<file path="src/rtl/control_sequencer.sv">
`default_nettype none
// ============================================================================
// Module   : control_sequencer
// Purpose  : Hardwired Moore control unit for the single-bus Mini SRC datapath;
//            sequences fetch/decode/execute and drives every control strobe.
// Revision : 1.0  initial release
// ============================================================================
module control_sequencer #(
    parameter int MEM_WAIT      = 0,
    parameter bit ILLEGAL_HALTS = 1'b0
) (
    input  logic        Clock,
    input  logic        Clear,
    input  logic [31:0] IR,
    input  logic        Stop,
    output logic        Run,
    output logic        Illegal,
    output logic [4:0]  CONTROL,
    output logic        Gra,
    output logic        Grb,
    output logic        Grc,
    output logic        R_In,
    output logic        R_Out,
    output logic        BA_Out,
    output logic        PC_Out,
    output logic        MDR_Out,
    output logic        ZHI_Out,
    output logic        ZLO_Out,
    output logic        C_Out,
    output logic        PC_In,
    output logic        IncPC,
    output logic        MAR_In,
    output logic        MDR_In,
    output logic        IR_In,
    output logic        Y_In,
    output logic        ZHI_In,
    output logic        ZLO_In,
    output logic        Read,
    output logic        Write
);

    localparam int c_WAIT_W = (MEM_WAIT > 0) ? $clog2(MEM_WAIT + 1) : 1;
    localparam logic [c_WAIT_W-1:0] c_WAIT_LOAD = c_WAIT_W'(MEM_WAIT);

    localparam logic [4:0] c_OP_LD   = 5'b00000;
    localparam logic [4:0] c_OP_LDI  = 5'b00001;
    localparam logic [4:0] c_OP_ST   = 5'b00010;
    localparam logic [4:0] c_OP_ADD  = 5'b00011;
    localparam logic [4:0] c_OP_AND  = 5'b01001;
    localparam logic [4:0] c_OP_OR   = 5'b01010;
    localparam logic [4:0] c_OP_ADDI = 5'b01011;
    localparam logic [4:0] c_OP_ANDI = 5'b01100;
    localparam logic [4:0] c_OP_ORI  = 5'b01101;
    localparam logic [4:0] c_OP_NOP  = 5'b11001;
    localparam logic [4:0] c_OP_HALT = 5'b11010;

    typedef enum logic [3:0] {
        S_RST  = 4'd0,
        S_T0   = 4'd1,
        S_T1   = 4'd2,
        S_T2   = 4'd3,
        S_T3   = 4'd4,
        S_T4   = 4'd5,
        S_T5   = 4'd6,
        S_T6   = 4'd7,
        S_T7   = 4'd8,
        S_HALT = 4'd9
    } state_t;

    typedef enum logic [2:0] {
        K_ALU  = 3'd0,
        K_IMM  = 3'd1,
        K_LDI  = 3'd2,
        K_LD   = 3'd3,
        K_ST   = 3'd4,
        K_NOP  = 3'd5,
        K_HALT = 3'd6,
        K_ILL  = 3'd7
    } kind_t;

    state_t                r_state;
    logic [c_WAIT_W-1:0]   r_wait;
    logic [4:0]            w_op;
    kind_t                 w_kind;
    logic [4:0]            w_imm_ctl;
    state_t                w_end_state;
    logic                  w_unused;

    assign w_op     = IR[31:27];
    assign w_unused = ^IR[26:0];

    always_comb begin
        w_kind = K_ILL;
        case (w_op)
            c_OP_LD:                        w_kind = K_LD;
            c_OP_LDI:                       w_kind = K_LDI;
            c_OP_ST:                        w_kind = K_ST;
            c_OP_ADDI, c_OP_ANDI, c_OP_ORI: w_kind = K_IMM;
            c_OP_NOP:                       w_kind = K_NOP;
            c_OP_HALT:                      w_kind = K_HALT;
            default: begin
                if (w_op >= c_OP_ADD && w_op <= c_OP_OR)
                    w_kind = K_ALU;
            end
        endcase
    end

    always_comb begin
        w_imm_ctl = c_OP_ADD;
        if (w_op == c_OP_ANDI)
            w_imm_ctl = c_OP_AND;
        else if (w_op == c_OP_ORI)
            w_imm_ctl = c_OP_OR;
    end

    // Stop is only looked at on the last execute edge, so an instruction always completes.
    assign w_end_state = (Stop || w_kind == K_HALT || (w_kind == K_ILL && ILLEGAL_HALTS))
                         ? S_HALT : S_T0;

    always_ff @(posedge Clock or posedge Clear) begin
        if (Clear) begin
            r_state <= S_RST;
            r_wait  <= '0;
        end else begin
            case (r_state)
                S_RST: r_state <= S_T0;
                S_T0: begin
                    r_state <= S_T1;
                    r_wait  <= c_WAIT_LOAD;
                end
                S_T1: begin
                    if (r_wait != '0)
                        r_wait <= r_wait - c_WAIT_W'(1);
                    else
                        r_state <= S_T2;
                end
                S_T2: r_state <= S_T3;
                S_T3: begin
                    if (w_kind == K_NOP || w_kind == K_HALT || w_kind == K_ILL)
                        r_state <= w_end_state;
                    else
                        r_state <= S_T4;
                end
                S_T4: r_state <= S_T5;
                S_T5: begin
                    if (w_kind == K_LD) begin
                        r_state <= S_T6;
                        r_wait  <= c_WAIT_LOAD;
                    end else if (w_kind == K_ST) begin
                        r_state <= S_T6;
                    end else begin
                        r_state <= w_end_state;
                    end
                end
                S_T6: begin
                    if (w_kind == K_ST) begin
                        r_state <= S_T7;
                        r_wait  <= c_WAIT_LOAD;
                    end else if (r_wait != '0) begin
                        r_wait <= r_wait - c_WAIT_W'(1);
                    end else begin
                        r_state <= S_T7;
                    end
                end
                S_T7: begin
                    if (w_kind == K_ST && r_wait != '0)
                        r_wait <= r_wait - c_WAIT_W'(1);
                    else
                        r_state <= w_end_state;
                end
                S_HALT:  r_state <= S_HALT;
                default: r_state <= S_RST;
            endcase
        end
    end

    always_comb begin
        Run     = 1'b0;
        Illegal = 1'b0;
        CONTROL = 5'b00000;
        Gra     = 1'b0;
        Grb     = 1'b0;
        Grc     = 1'b0;
        R_In    = 1'b0;
        R_Out   = 1'b0;
        BA_Out  = 1'b0;
        PC_Out  = 1'b0;
        MDR_Out = 1'b0;
        ZHI_Out = 1'b0;
        ZLO_Out = 1'b0;
        C_Out   = 1'b0;
        PC_In   = 1'b0;
        IncPC   = 1'b0;
        MAR_In  = 1'b0;
        MDR_In  = 1'b0;
        IR_In   = 1'b0;
        Y_In    = 1'b0;
        ZHI_In  = 1'b0;
        ZLO_In  = 1'b0;
        Read    = 1'b0;
        Write   = 1'b0;
        case (r_state)
            S_T0: begin
                Run = 1'b1; PC_Out = 1'b1; MAR_In = 1'b1; IncPC = 1'b1;
            end
            S_T1: begin
                Run = 1'b1; Read = 1'b1; MDR_In = 1'b1;
            end
            S_T2: begin
                Run = 1'b1; MDR_Out = 1'b1; IR_In = 1'b1;
            end
            S_T3: begin
                Run = 1'b1;
                if (w_kind == K_ILL) begin
                    Illegal = 1'b1;
                end else if (w_kind != K_NOP && w_kind != K_HALT) begin
                    Grb  = 1'b1;
                    Y_In = 1'b1;
                    // ldi/ld/st address via BA_Out so rb==R0 reads as zero
                    if (w_kind == K_ALU || w_kind == K_IMM)
                        R_Out = 1'b1;
                    else
                        BA_Out = 1'b1;
                end
            end
            S_T4: begin
                Run    = 1'b1;
                ZLO_In = 1'b1;
                if (w_kind == K_ALU) begin
                    Grc = 1'b1; R_Out = 1'b1; ZHI_In = 1'b1; CONTROL = w_op;
                end else begin
                    C_Out   = 1'b1;
                    CONTROL = (w_kind == K_IMM) ? w_imm_ctl : c_OP_ADD;
                end
            end
            S_T5: begin
                Run     = 1'b1;
                ZLO_Out = 1'b1;
                if (w_kind == K_LD || w_kind == K_ST) begin
                    MAR_In = 1'b1;
                end else begin
                    Gra = 1'b1; R_In = 1'b1;
                end
            end
            S_T6: begin
                Run    = 1'b1;
                MDR_In = 1'b1;
                if (w_kind == K_ST) begin
                    Gra = 1'b1; R_Out = 1'b1;
                end else begin
                    Read = 1'b1;
                end
            end
            S_T7: begin
                Run = 1'b1;
                if (w_kind == K_ST) begin
                    Write = 1'b1;
                end else begin
                    MDR_Out = 1'b1; Gra = 1'b1; R_In = 1'b1;
                end
            end
            default: ;
        endcase
    end

endmodule
`default_nettype wire
</file>
<file path="config.mk">
export PLATFORM = sky130hd
export DESIGN_NAME = control_sequencer
export DESIGN_NICKNAME = d
export VERILOG_FILES = /design/src/rtl/control_sequencer.sv
export SDC_FILE = /design/constraint.sdc
export NUM_CORES = 1
export LEC_CHECK = 0
export CAP_MARGIN = 20
export CORE_MARGIN = 5
export CORE_UTILIZATION = 31
export DETAILED_ROUTE_END_ITERATION = 12
export GPL_ROUTABILITY_DRIVEN = 0
export PLACE_DENSITY = 0.77
export SYNTH_ARGS = -nofsm -noshare
export SYNTH_HDL_FRONTEND = slang
export SYNTH_SLANG_ARGS = --single-unit
</file>
<file path="constraint.sdc">
create_clock -name Clock -period 1.8 [get_ports Clock]
set_clock_uncertainty 0.15 [all_clocks]
set_input_delay 0.36 -clock Clock [delete_from_list [all_inputs] [get_ports Clock]]
set_output_delay 0.36 -clock Clock [all_outputs]
set_load 0.01 [all_outputs]
</file>
Word-level counts from Yosys, hierarchy flattened:

Cells that the tools add are included.

* flip-flop bits (word level): 5
* word-level logic and storage cells: 105

* $add $sub $neg: 1
* magnitude comparators: 2
* eq/ne operators: 29
* muxes and demuxes: 54
* reduce and logical (&&, ||, !) cells: 17

Operators with widths (count)
* 4-bit 2-to-1 mux: 10
* 4-bit case mux with 10 select lines: 1
* 1-bit 2-to-1 mux: 31
* 3-bit case mux with 6 select lines: 1
* 4-bit by 3-bit == test with 1-bit output (second input constant): 4
* 5-bit by 4-bit == test with 1-bit output (second input constant): 3
* 5-bit 2-to-1 mux: 3
* 3-bit == test (second input constant): 4
* 5-bit == test (second input constant): 2
* 3-bit inequality test (second input constant): 3
* 4-bit by 2-bit == test with 1-bit output (second input constant): 2
* 4-bit == test (second input constant): 2
* 2-bit inequality test (second input constant): 4
* 1-bit case mux with 2 select lines: 4
* 8-bit OR reduction: 1
* 1-bit case mux with 3 select lines: 2
* 3-bit AND reduction: 2
* 5-bit by 1-bit == test with 1-bit output (second input constant): 1
* 5-bit by 2-bit == test with 1-bit output (second input constant): 1
* 5-bit by 2-bit >= comparator with 1-bit output (second input constant): 1
* 5-bit by 4-bit less-or-equal comparator with 1-bit output (second input constant): 1
* 5-bit logical NOT: 1
* 1-bit logical OR: 5
* 1-bit case mux with 5 select lines: 1
* 11 further kinds: 13

Depth between registers and ports, before layout:

* word-level depth: 10
* depth in mapped cells: 6

Least setup slack after synthesis:

No wires, ideal clock.

* path type: register to output
* start: register r_state[1]
* end: output port CONTROL[2]
* arrival: 1.478 ns
* data required time: 1.290 ns
* path slack: -0.188 ns
* cell stages (with the launch flop): 6
* buffers on the path: 1
* cell sequence: dfrtp_1 clkbuf_1 nor2_1 nand3_1 nor3_1 and2_1

* cells in the longest elaborated chain, start to end: 2

Ends and longest elaborated chain
* from (decl): line 81 `state_t r_state;`
* from (signal assigned): line 140 `r_state <= w_end_state;`
* from (signal assigned): line 152 `r_state <= w_end_state;`
* from (signal assigned): line 169 `r_state <= w_end_state;`
* 4-bit by 3-bit == test with 1-bit output: line 202 `case (r_state)`
* 5-bit 2-to-1 mux: line 202
* to (decl): line 18 `output logic [4:0] CONTROL,`

Every way passes these cells.

Final worst setup path:

* start: register r_state[3]
* end: output port Gra

* cells in the longest elaborated chain, start to end: 2
* elaborated cells on any way between the ends: 4

Ends and longest elaborated chain
* 4-bit == test / 4-bit by 3-bit == test with 1-bit output (equally long branches): line 202
* 1-bit case mux with 3 select lines (*): line 202
* to (decl): line 19 `output logic Gra,`

Mark *: on every way between the ends. The rest lies on a longest branch, timed or not.

==> impl_metrics.tcl <==
set metrics [dict create \
    post_drt_wl_per_cell_um 17.83 \
    fin_util_pct 72.52 \
    synthTopCellsByArea "dfrtp_1 (15%), nor2_1 (10%), a21oi_1 (5.9%)" \
    core-area_um2 2686 \
    io_pins 63 \
    antenna_left 0 \
    drt_iter0_markers 60 \
    clockBufferDepth 2 \
    maxSlewViolCount 0 \
    wirelength_met1_mm 1.582 \
    ff2ff_setup_slack_ns -0.05 \
    drtPass1Iterations 4 \
    dp.cells 219 \
    wl_met3_um 206 \
    synth_ff_type "dfrtp_1" \
    final_cells 252 \
    power_leakage_nw 0.9106 \
    worst-path-max-fanout 4 \
    seq_area_frac_synth_pct 14.75 \
    worstPathArrival_ns 1.60 \
    clock_latency_ns 0.24 \
    cap_violations 0 \
    yosysWarnings 0 \
    reg2reg_depth 9 \
    overflow 0 \
    clk_pin_slew_ns 0.05 \
    p_int_mw 1.455 \
    ctsHoldBuffers 0 \
    worstPathRequired_ns 1.29 \
    highest_layer "met4" \
    setup_viol 24 \
    htreeDepth 1 \
    cp-start-kind "flop" \
    period_minus_slack_ns 2.109 \
    numCtsBuffers 3 \
    critical_path_class "reg2out" \
    drt-total-wl_mm 4.493 \
    rsz0062_at_grt "true" \
    die_w_um 62.31 \
    power.density_nw_per_um2 1395 \
    timing.setup.tns_ns -3.312 \
    die-height_um 62.31 \
    reg2reg_from "r_state[3]$_DFFE_PP0P_" \
    r2r_end "r_state[3]$_DFFE_PP0P_" \
    p_switching_mw 1.262 \
    async_reset_ff_share_pct 100.0 \
    nets 257 \
    hold_viol 0 \
    crit_start "r_state[3]$_DFFE_PP0P_" \
    wl_met2_mm 2.485 \
    start_util_pct 31.58 \
    synth_edf_count 0 \
    cts_tree "yes" \
    worst_setup_path_end_kind "output pin" \
    synth_top_area_share_pct 14.75 \
    vias_per_cell 5.536 \
    power_frac_seq_pct 8.7 \
    cts.sinks 5 \
    grt_max_degree 11 \
    cts_root_buf "clkbuf_4" \
    drc 0 \
    min_period_over_period_pct 117.1 \
    endpoint "Gra" \
    dr_total_vias 1395 \
    antenna_found_initial 0 \
    switching_share_pct 46.44 \
    diodes 0 \
    grt_pass1_vias 1374 \
    numPortBuffers 32 \
    grt_use_total_pct 20.63 \
    netlist_instances 134 \
    areaGrowthSynthToFinish_pct 129.6 \
    syn_avg_cell_area_um2 6.331 \
    fmax_mhz 474.2 \
    status "finished, violations left" \
    clock_power_share_pct 4.8 \
    drive_above_1_share_pct 67.42 \
    multi_input_area_um2 897.1 \
    hpwl_mm 2.512 \
    netlist_area_um2 848.3 \
    rows 19 \
    num-fill-cells 192 \
    die_area_um2 3883 \
    p_comb_share_pct 86.5 \
    setup_slack_ns -0.3086 \
    failed_checks "negative setup slack" \
    worstHoldPathType "in2async" \
    yosysTopAreaCell "dfrtp_1" \
    synth_cell_types 42 \
    irDropWorstVdd_mv 1.484 \
    ys_ff_latch 5 \
    seq_area_um2 127.6 \
    grt_pass1_wl_mm 6.472 \
]
## critical path, stage by stage (launching register included)
cell	delay (ns)
dfrtp_1	0.45
nand3b_1	0.23
buf_4	0.17
or2_4	0.23
o22ai_2	0.13
buf_2	0.15
## cell usage after synthesis (2+ instances only)
library cell and number:
a31oi_1 4, o21ai_0 4, nand2b_1 3, clkbuf_1 5, a21oi_1 10, nand2_1 10
o21a_1 3, xnor2_1 3, buf_1 2, nor3_1 9, buf_2 6, or2_1 2
dfrtp_1 5, nor2b_1 2, inv_1 3, and2_1 2, o22ai_1 3, o21ai_1 3
buf_4 6, nor2_1 23, nand3_1 5
## flip-flops by register name, indices dropped and copies added, names as in the netlist
signal,cells
r_state,4
r_wait,1
## layout by cell type, fill, tap and decap left out, types with 2 or more instances in the layout
cell / instances
o21a_1: 3
nor2_2: 3
buf_2: 20
nand3_4: 2
nand2b_4: 2
nor3_2: 3
conb_1: 3
dfrtp_1: 3
or2_4: 2
clkbuf_4: 3
nand3_1: 3
buf_8: 2
dfrtp_2: 2
clkdlybuf4s50_1: 2
buf_4: 47
nor2_1: 15
buf_6: 28
nand2_4: 2
a31oi_1: 3
o21ai_0: 3
nor2b_1: 2
xnor2_2: 2
and2_1: 2
nor3_1: 3
inv_1: 2
nor3_4: 3
nand2_1: 7
a21oi_2: 7
a21oi_1: 2
o21ai_1: 3
o22ai_1: 2
nor2_4: 5
## what timing repair did
action                                  4_1_cts  5_1_grt
endpoints found under the setup margin       30       24
pin swaps                                    25       18
gates resized for setup                     179       38
buffers inserted                             22       10
## logic make-up (layout without fill, tap and decap cells)
| kind of cell | Yosys count | count (layout) | synth area share [%] |
|---|---|---|---|
| flip-flops | 5 | 5 | 14.75 |
| buffers and inverters | 23 | 108 | 13.72 |
| other | 1 | 3 | 0.4421 |
| AO/OA/AOI/OAI | 37 | 37 | 29.65 |
| XOR/XNOR | 4 | 4 | 4.131 |
| AND/OR/NAND/NOR | 64 | 64 | 37.32 |
## final cells by class
class | count | share of cell area, %
Multi-Input combinational cell | 108 | 46.05
Timing Repair Buffer | 100 | 43.03
Sequential cell | 5 | 6.551
Tap cell | 31 | 1.991
Clock buffer | 4 | 1.349
Inverter | 4 | 1.028
## through the flow
stage,area [um^2],hold slack (ns),power [mW],setup WS [ns]
finish,1948,0.1701,2.717,-0.3086
global placement,1429,0.4255,1.681,-1.007
floorplan,879.6,-0.01148,0.9864,-0.01796
detailed placement,1429,0.4294,1.730,-1.083
global route,1948,0.1919,2.875,-0.3763
CTS,1753,0.1776,2.269,-0.2563
## routing by layer
layer  global-route usage [%]  up-vias
met5                        0        -
met4                    13.79        0
met3                    3.063       22
met2                    39.12       65
met1                    20.13      666
li1                         -      642
## how the worst min path moves through the flow
stage                                         to  depth (start not counted)   from
after floorplan           r_state[0]$_DFFE_PP0P_                          1  Clear
after global placement    r_state[0]$_DFFE_PP0P_                          2  Clear
after detailed placement      r_wait$_DFFE_PP0P_                          2  Clear
after CTS                 r_state[3]$_DFFE_PP0P_                          2  Clear
after global routing      r_state[3]$_DFFE_PP0P_                          2  Clear
final                     r_state[3]$_DFFE_PP0P_                          2  Clear
## power groups by stage
stage / registers, mW / clock network (mW) / logic, mW
after floorplan: 0.174 / 0 / 0.812
after global placement: 0.214 / 0 / 1.47
after detailed placement: 0.216 / 0 / 1.51
after CTS: 0.232 / 0.131 / 1.91
after global routing: 0.244 / 0.141 / 2.49
final: 0.237 / 0.130 / 2.35
(Power assumes the default switching activity.)
